**src/rtl/owr_pkg.sv**
```systemverilog
// ============================================================================
// Package : owr_pkg
// Desc    : Shared encodings for the one-wire temperature sequencer:
//           byte-master command ops, DS18B20 function codes, error codes,
//           sequencer state enum and the byte-serial Dallas CRC-8 step.
// Rev     : 1.0  initial release
// ============================================================================
`default_nettype none

package owr_pkg;

  // Command opcodes presented to the byte-level one-wire master
  localparam logic [1:0] OP_RESET = 2'b00;
  localparam logic [1:0] OP_WRITE = 2'b01;
  localparam logic [1:0] OP_READ  = 2'b10;

  // ROM / function command bytes
  localparam logic [7:0] CMD_SKIP_ROM = 8'hCC;
  localparam logic [7:0] CMD_CONVERT  = 8'h44;
  localparam logic [7:0] CMD_READ_SP  = 8'hBE;

  // Error codes reported on err_code
  localparam logic [1:0] ERR_NONE        = 2'b00;
  localparam logic [1:0] ERR_NO_PRESENCE = 2'b01;
  localparam logic [1:0] ERR_CRC         = 2'b10;
  localparam logic [1:0] ERR_STUCK       = 2'b11;

  // Scratchpad length (8 data bytes + CRC byte)
  localparam int SCRATCH_BYTES = 9;

  typedef enum logic [3:0] {
    S_IDLE  = 4'd0,
    S_RST1  = 4'd1,
    S_SKIP1 = 4'd2,
    S_CONV  = 4'd3,
    S_WAIT  = 4'd4,
    S_RST2  = 4'd5,
    S_SKIP2 = 4'd6,
    S_RDCMD = 4'd7,
    S_READ  = 4'd8,
    S_CHECK = 4'd9,
    S_DONE  = 4'd10,
    S_ERR   = 4'd11
  } state_t;

  // One byte of Dallas/Maxim CRC-8 (x^8+x^5+x^4+1, reflected, LSB first)
  function automatic logic [7:0] crc8_step(input logic [7:0] crc, input logic [7:0] data);
    logic [7:0] c;
    c = crc;
    for (int i = 0; i < 8; i++) begin
      if (c[0] ^ data[i]) c = (c >> 1) ^ 8'h8C;
      else                c = c >> 1;
    end
    return c;
  endfunction

endpackage

`default_nettype wire

```
**src/rtl/owr_crc8.sv**
```systemverilog
// ============================================================================
// Module : owr_crc8
// Desc   : Byte-serial Dallas/Maxim CRC-8 accumulator. clr has priority
//          over en; the running value is visible on crc the cycle after.
// Rev    : 1.0  initial release
// ============================================================================
`default_nettype none

module owr_crc8
  import owr_pkg::*;
(
  input  logic       clk,
  input  logic       rst,
  input  logic       clr,
  input  logic       en,
  input  logic [7:0] data,
  output logic [7:0] crc
);

  logic [7:0] crc_q;
  logic [7:0] crc_d;

  // Next CRC value: clear, fold in one byte, or hold
  always_comb begin
    crc_d = crc_q;
    if (clr)     crc_d = 8'h00;
    else if (en) crc_d = crc8_step(crc_q, data);
  end

  // CRC register
  always_ff @(posedge clk) begin
    if (rst) crc_q <= 8'h00;
    else     crc_q <= crc_d;
  end

  assign crc = crc_q;

endmodule

`default_nettype wire

```
**src/rtl/owr_temp_sequencer.sv**
```systemverilog
// ============================================================================
// Module : owr_temp_sequencer
// Desc   : Sequences a byte-level one-wire master through a DS18B20
//          measurement (reset, SKIP ROM, CONVERT T, wait, reset, SKIP ROM,
//          READ SCRATCHPAD x9), checks the scratchpad and publishes the raw
//          16-bit temperature.
// Rev    : 1.0  initial release
// ============================================================================
`default_nettype none

module owr_temp_sequencer
  import owr_pkg::*;
#(
  parameter int CONV_WAIT_CYCLES = 9000000,
  parameter int AUTO_PERIOD      = 0
) (
  input  logic        clk,
  input  logic        rst,
  input  logic        start,
  output logic        busy,
  output logic [15:0] temp,
  output logic        temp_valid,
  output logic        err,
  output logic [1:0]  err_code,
  output logic        cmd_valid,
  output logic [1:0]  cmd_op,
  output logic [7:0]  cmd_data,
  input  logic        cmd_ready,
  input  logic        rsp_valid,
  input  logic [7:0]  rsp_data,
  input  logic        rsp_presence
);

  localparam logic [31:0] WAIT_LAST = 32'(CONV_WAIT_CYCLES - 1);
  localparam logic [31:0] AUTO_LAST = 32'(AUTO_PERIOD - 1);
  localparam logic        AUTO_EN   = (AUTO_PERIOD != 0);
  localparam logic [3:0]  IDX_LAST  = 4'(SCRATCH_BYTES - 1);

  state_t                          state_q, state_d;
  logic                            pend_q, pend_d;      // command accepted, awaiting rsp_valid
  logic [3:0]                      idx_q, idx_d;        // scratchpad byte index
  logic [31:0]                     wait_q, wait_d;      // conversion wait counter
  logic [31:0]                     auto_q, auto_d;      // auto-restart counter
  logic [15:0]                     temp_q, temp_d;
  logic [1:0]                      err_code_q, err_code_d;
  logic [SCRATCH_BYTES-1:0][7:0]   scratch_q, scratch_d;

  logic       cmd_state;
  logic       rsp_done;
  logic       all_zero;
  logic       crc_clr;
  logic       crc_en;
  logic [7:0] crc_val;

  owr_crc8 u_crc (
    .clk  (clk),
    .rst  (rst),
    .clr  (crc_clr),
    .en   (crc_en),
    .data (rsp_data),
    .crc  (crc_val)
  );

  // States that own a bus command; a response only counts while one is outstanding
  assign cmd_state = (state_q == S_RST1)  || (state_q == S_SKIP1) || (state_q == S_CONV) ||
                     (state_q == S_RST2)  || (state_q == S_SKIP2) || (state_q == S_RDCMD) ||
                     (state_q == S_READ);
  assign rsp_done  = cmd_state && pend_q && rsp_valid;
  assign all_zero  = (scratch_q == '0);

  // Next-state logic: sequencing, handshake tracking, counters and result capture
  always_comb begin
    state_d    = state_q;
    pend_d     = pend_q;
    idx_d      = idx_q;
    wait_d     = wait_q;
    auto_d     = 32'd0;
    temp_d     = temp_q;
    err_code_d = err_code_q;
    scratch_d  = scratch_q;
    crc_clr    = 1'b0;
    crc_en     = 1'b0;

    if (cmd_state) begin
      if (!pend_q && cmd_ready) pend_d = 1'b1;
      else if (rsp_done)        pend_d = 1'b0;
    end

    case (state_q)
      S_IDLE: begin
        if (AUTO_EN) auto_d = auto_q + 32'd1;
        if (start || (AUTO_EN && (auto_q == AUTO_LAST))) begin
          state_d    = S_RST1;
          pend_d     = 1'b0;
          err_code_d = ERR_NONE;
          auto_d     = 32'd0;
        end
      end
      S_RST1, S_RST2: begin
        if (rsp_done) begin
          if (!rsp_presence) begin
            state_d    = S_ERR;
            err_code_d = ERR_NO_PRESENCE;
          end else begin
            state_d = (state_q == S_RST1) ? S_SKIP1 : S_SKIP2;
          end
        end
      end
      S_SKIP1: if (rsp_done) state_d = S_CONV;
      S_CONV: begin
        if (rsp_done) begin
          state_d = S_WAIT;
          wait_d  = 32'd0;
        end
      end
      S_WAIT: begin
        if (wait_q == WAIT_LAST) begin
          state_d = S_RST2;
          wait_d  = 32'd0;
          crc_clr = 1'b1;
        end else begin
          wait_d = wait_q + 32'd1;
        end
      end
      S_SKIP2: if (rsp_done) state_d = S_RDCMD;
      S_RDCMD: begin
        if (rsp_done) begin
          state_d = S_READ;
          idx_d   = 4'd0;
        end
      end
      S_READ: begin
        if (rsp_done) begin
          scratch_d[idx_q] = rsp_data;
          crc_en           = 1'b1;
          if (idx_q == IDX_LAST) state_d = S_CHECK;
          else                   idx_d   = idx_q + 4'd1;
        end
      end
      S_CHECK: begin
        // All 9 bytes are folded in, so a correct scratchpad leaves a zero residue.
        // A floating-low bus also yields zero residue, hence the stuck test first.
        if (all_zero) begin
          state_d    = S_ERR;
          err_code_d = ERR_STUCK;
        end else if (crc_val != 8'h00) begin
          state_d    = S_ERR;
          err_code_d = ERR_CRC;
        end else begin
          state_d = S_DONE;
          temp_d  = {scratch_q[1], scratch_q[0]};
        end
      end
      S_DONE:  state_d = S_IDLE;
      S_ERR:   state_d = S_IDLE;
      default: state_d = S_IDLE;
    endcase
  end

  // State and datapath registers
  always_ff @(posedge clk) begin
    if (rst) begin
      state_q    <= S_IDLE;
      pend_q     <= 1'b0;
      idx_q      <= 4'd0;
      wait_q     <= 32'd0;
      auto_q     <= 32'd0;
      temp_q     <= 16'h0000;
      err_code_q <= ERR_NONE;
      scratch_q  <= '0;
    end else begin
      state_q    <= state_d;
      pend_q     <= pend_d;
      idx_q      <= idx_d;
      wait_q     <= wait_d;
      auto_q     <= auto_d;
      temp_q     <= temp_d;
      err_code_q <= err_code_d;
      scratch_q  <= scratch_d;
    end
  end

  // Command request decode; op/data stay stable for the whole command state
  always_comb begin
    cmd_valid = 1'b0;
    cmd_op    = OP_RESET;
    cmd_data  = 8'h00;
    case (state_q)
      S_RST1, S_RST2: begin
        cmd_valid = !pend_q;
        cmd_op    = OP_RESET;
      end
      S_SKIP1, S_SKIP2: begin
        cmd_valid = !pend_q;
        cmd_op    = OP_WRITE;
        cmd_data  = CMD_SKIP_ROM;
      end
      S_CONV: begin
        cmd_valid = !pend_q;
        cmd_op    = OP_WRITE;
        cmd_data  = CMD_CONVERT;
      end
      S_RDCMD: begin
        cmd_valid = !pend_q;
        cmd_op    = OP_WRITE;
        cmd_data  = CMD_READ_SP;
      end
      S_READ: begin
        cmd_valid = !pend_q;
        cmd_op    = OP_READ;
      end
      default: begin
        cmd_valid = 1'b0;
      end
    endcase
  end

  assign busy       = (state_q != S_IDLE);
  assign temp_valid = (state_q == S_DONE);
  assign err        = (state_q == S_ERR);
  assign temp       = temp_q;
  assign err_code   = err_code_q;

endmodule

`default_nettype wire

```
**config.mk**
```make
export PLATFORM = sky130hd
export DESIGN_NAME = owr_temp_sequencer
export DESIGN_NICKNAME = d
export VERILOG_FILES = /design/src/rtl/owr_pkg.sv /design/src/rtl/owr_crc8.sv /design/src/rtl/owr_temp_sequencer.sv
export SDC_FILE = /design/constraint.sdc
export NUM_CORES = 1
export LEC_CHECK = 0
export BUFFER_PORTS_ARGS = -buffer_cell sky130_fd_sc_hd__buf_4
export CORE_UTILIZATION = 45
export DETAILED_ROUTE_END_ITERATION = 6
export GPL_TIMING_DRIVEN = 0
export PLACE_DENSITY = 0.67
export SYNTH_ARGS = -nofsm -noshare
export SYNTH_HDL_FRONTEND = slang
export SYNTH_SLANG_ARGS = --single-unit
export TNS_END_PERCENT = 20
```
**constraint.sdc**
```tcl
create_clock -name clk -period 2.13 [get_ports clk]
set_input_delay 0.1065 -clock clk [delete_from_list [all_inputs] [get_ports clk]]
set_output_delay 0.1065 -clock clk [all_outputs]
set_load 0.05 [all_outputs]
```
==> results.toml <==
[run_status]
outcome = "finished clean"

[drt]
ant_nets = 0
drc = 0
routed_wl_mm = 17.5
wl_per_cell_um = 16.3
vias = 6103
vias_per_cell = 5.70
dr.pass1.iters = 5
first_iter_violations = 587

[final_layout]
drive_above_1_share_pct = 16.3
layout.nets = 896
fin_util_pct = 57.2
diodes = 0
syn_to_final_growth_pct = 22.4
most-common-layout-cells = "dfxtp_1, nand2_1, a21oi_1"
final_common_cell = "dfxtp_1"

[floorplan]
initial_core_util_pct = 46.7
dieArea_um2 = 15100
ios = 46
rows = 43
core_um2 = 14100
die-width_um = 123
die_y_um = 123

[synth]
syn_inst = 807
synth-async-reset-ratio_pct = 0
syn_area_um2 = 6590
synth_fa_ha_area_share_pct = 0.950
synth_compound_area_share_pct = 14.9
synth_xor_area_share_pct = 4.92
post_synth_num_cell_types = 64
yosys.area_share.simple_pct = 27.4
synth-seq-area-share_pct = 42.2
yosys.area.top_type = "dfxtp_1"
synth.area.mux_share_pct = 4.10
synth-edff-count = 0
syn_nets = 826
syn_area_per_cell_um2 = 8.16
synth_top_area_share_pct = 42.2
synth.ff_latch_count = 139
synth_top_family_by_area = "simple AND/OR/NAND/NOR gates"
yosysWarnings = 0
synth_ff_type = "dfxtp_1"
synth_area_leaders = "dfxtp_1, nand2_1, a21oi_1"

[setup_path]
start_kind = "flop"
path_class = "flop to flop"
ff2ff_path_depth = 6
cp_max_fo = 8
worstReg2RegEnd = "wait_q[16]"
worstSetupStartpoint = "wait_q[0]"
r2r-start = "wait_q[0]"
arrival_ns = 2.41
r2r_setup_slack_ns = 0.02
end_kind = "flop"
required_ns = 2.43

[global_route]
antenna_found_initial = 0
grt_usage_pct = 24.1
grt-ovfl-total = 0
grt_pass1_vias = 5419
grt_max_degree = 17
grt_pass1_wl_mm = 27.8

[clock_network]
htreeDepth = 4
cts_sinks = 139
clkTransAtPathRegs_ns = 0.06
clkLatencyLatePin_ns = 0.42
cts_tree = "yes"
clockRootBuffer = "clkbuf_16"
clock_path_buffers = 2
cts_buffers = 17

[timing]
period_minus_slack_ns = 2.11
setup_viol = 0
relSlewSlack_pct = 43.2
hold_viol = 0
rsz0062_at_grt = "yes"
fmax_ghz = 0.475
fin_crit_sh_pct = 98.9
max_slew.worst_pin.slew_ns = 0.851
fin_tns_setup_ns = 0
slew_viol_final = 0
fin_skew_ns = 0.00757

[min_path]
whs_path_depth = 4
hold_path.class = "input port to flop"
hold_end = "err_code[0]"
worstHoldStart = "start"

[placement]
numPortBuffers = 36
dp_hpwl_mm = 11.7
globalplace.congestion = 0.830

[pwr]
leakagePower_uw = 0.00276
power_uw = 7530
cellPowerDensity_nw_per_um2 = 934
irDropWorstVdd_uv = 630

[job]
cap_violations = 0
-- cell families (layout without fill, tap and decap cells) --
logic type      Yosys count  after routing
buf+inv                  73            156
fa+ha+maj                 5              5
simple gates            367            367
compound gates          163            163
flops                   139            139
mux                      27             27
xor+xnor                 32             32
other cells               1              1
-- Yosys cell counts (all sizes together), types with 2 or more instances --
cell type  instances
a21o               2
nor4b              5
and2               7
o31a               4
a211oi             7
mux2i             27
clkbuf            38
o21bai             2
xor2               9
nand2            133
nand2b             5
or4b               2
xor3               2
inv               17
o31ai              5
nand3             78
and4               8
nor3b              2
a311oi             2
a22oi              2
xnor2             20
nand4             13
and3               8
a22o               3
dfxtp            139
nor2b              2
nor2              53
nor4              29
a31oi             12
or4                3
buf               18
a21oi             86
ha                 5
or3                5
o21ai             24
nor3              10
-- state kept, by name, indices dropped and copies added, names as in the netlist --
name	flops
scratch_q	72
wait_q	32
temp	16
u_crc.crc	8
idx_q	4
state_q	4
err_code	2
pend_q	1
-- stage by stage --
step	hold slack, ns	worst slack [ns]	cell area [µm²]	cells
final	0.0867	0.0229	8060	1070
after global routing	0.124	-0.109	8060	1070
after CTS	0.0874	-0.0493	7950	1068
after detailed placement	0.349	-0.610	7090	1023
after global placement	0.364	-0.612	7090	1023
after floorplan	0.247	-0.0512	6600	807
-- final cells by class --
type	instances	area, µm²
Multi-Input combinational cell	595	3630
Sequential cell	139	2790
Buffer	52	273
Tap cell	180	225
Clock buffer	21	470
Fill cell	1313	6030
Timing Repair Buffer	55	417
Inverter	17	67.6
Clock inverter	11	190
-- worst max path at each step --
stage / to / cells after the start
after floorplan: cmd_data[7] / 6
after global placement: temp[12] / 6
after detailed placement: temp[12] / 6
after CTS: state_q[2] / 8
after global routing: wait_q[16] / 6
final: wait_q[16] / 6
-- metal layers --
metal | vias up | wire (µm) | global-route usage [%]
met5 | - | 0 | 0
met4 | 0 | 301 | 8.81
met2 | 175 | 7750 | 35.7
met3 | 25 | 979 | 6.13
met1 | 2882 | 8450 | 33.6
li1 | 3021 | - | -
-- worst max-delay path, stage by stage, from the launching register on --
cell     delay (ns)
dfxtp_1        0.40
ha_1           0.23
and4_1         0.31
nand4_1        0.38
nor4b_1        0.46
xnor2_1        0.16
nor2_1         0.05
-- timing repair --
item                                    4_1_cts  5_1_grt
endpoints found under the hold margin         1        0
gates resized for setup                      22       28
endpoints found under the setup margin      127      105
buffers inserted                             10        4
cloned                                        3        1
hold buffers                                  1        0
pin swaps                                     7        9
-- report_power, final --
| group | total (µW) | leakage [µW] | switching, µW | internal (µW) |
|---|---|---|---|---|
| clock | 3300 | 0.000311 | 1130 | 2170 |
| combinational | 1510 | 0.00133 | 1030 | 481 |
| sequential | 2730 | 0.00112 | 70.7 | 2660 |
| total | 7530 | 0.00276 | 2230 | 5310 |
Note: power is estimated with default switching activity, not from simulation.
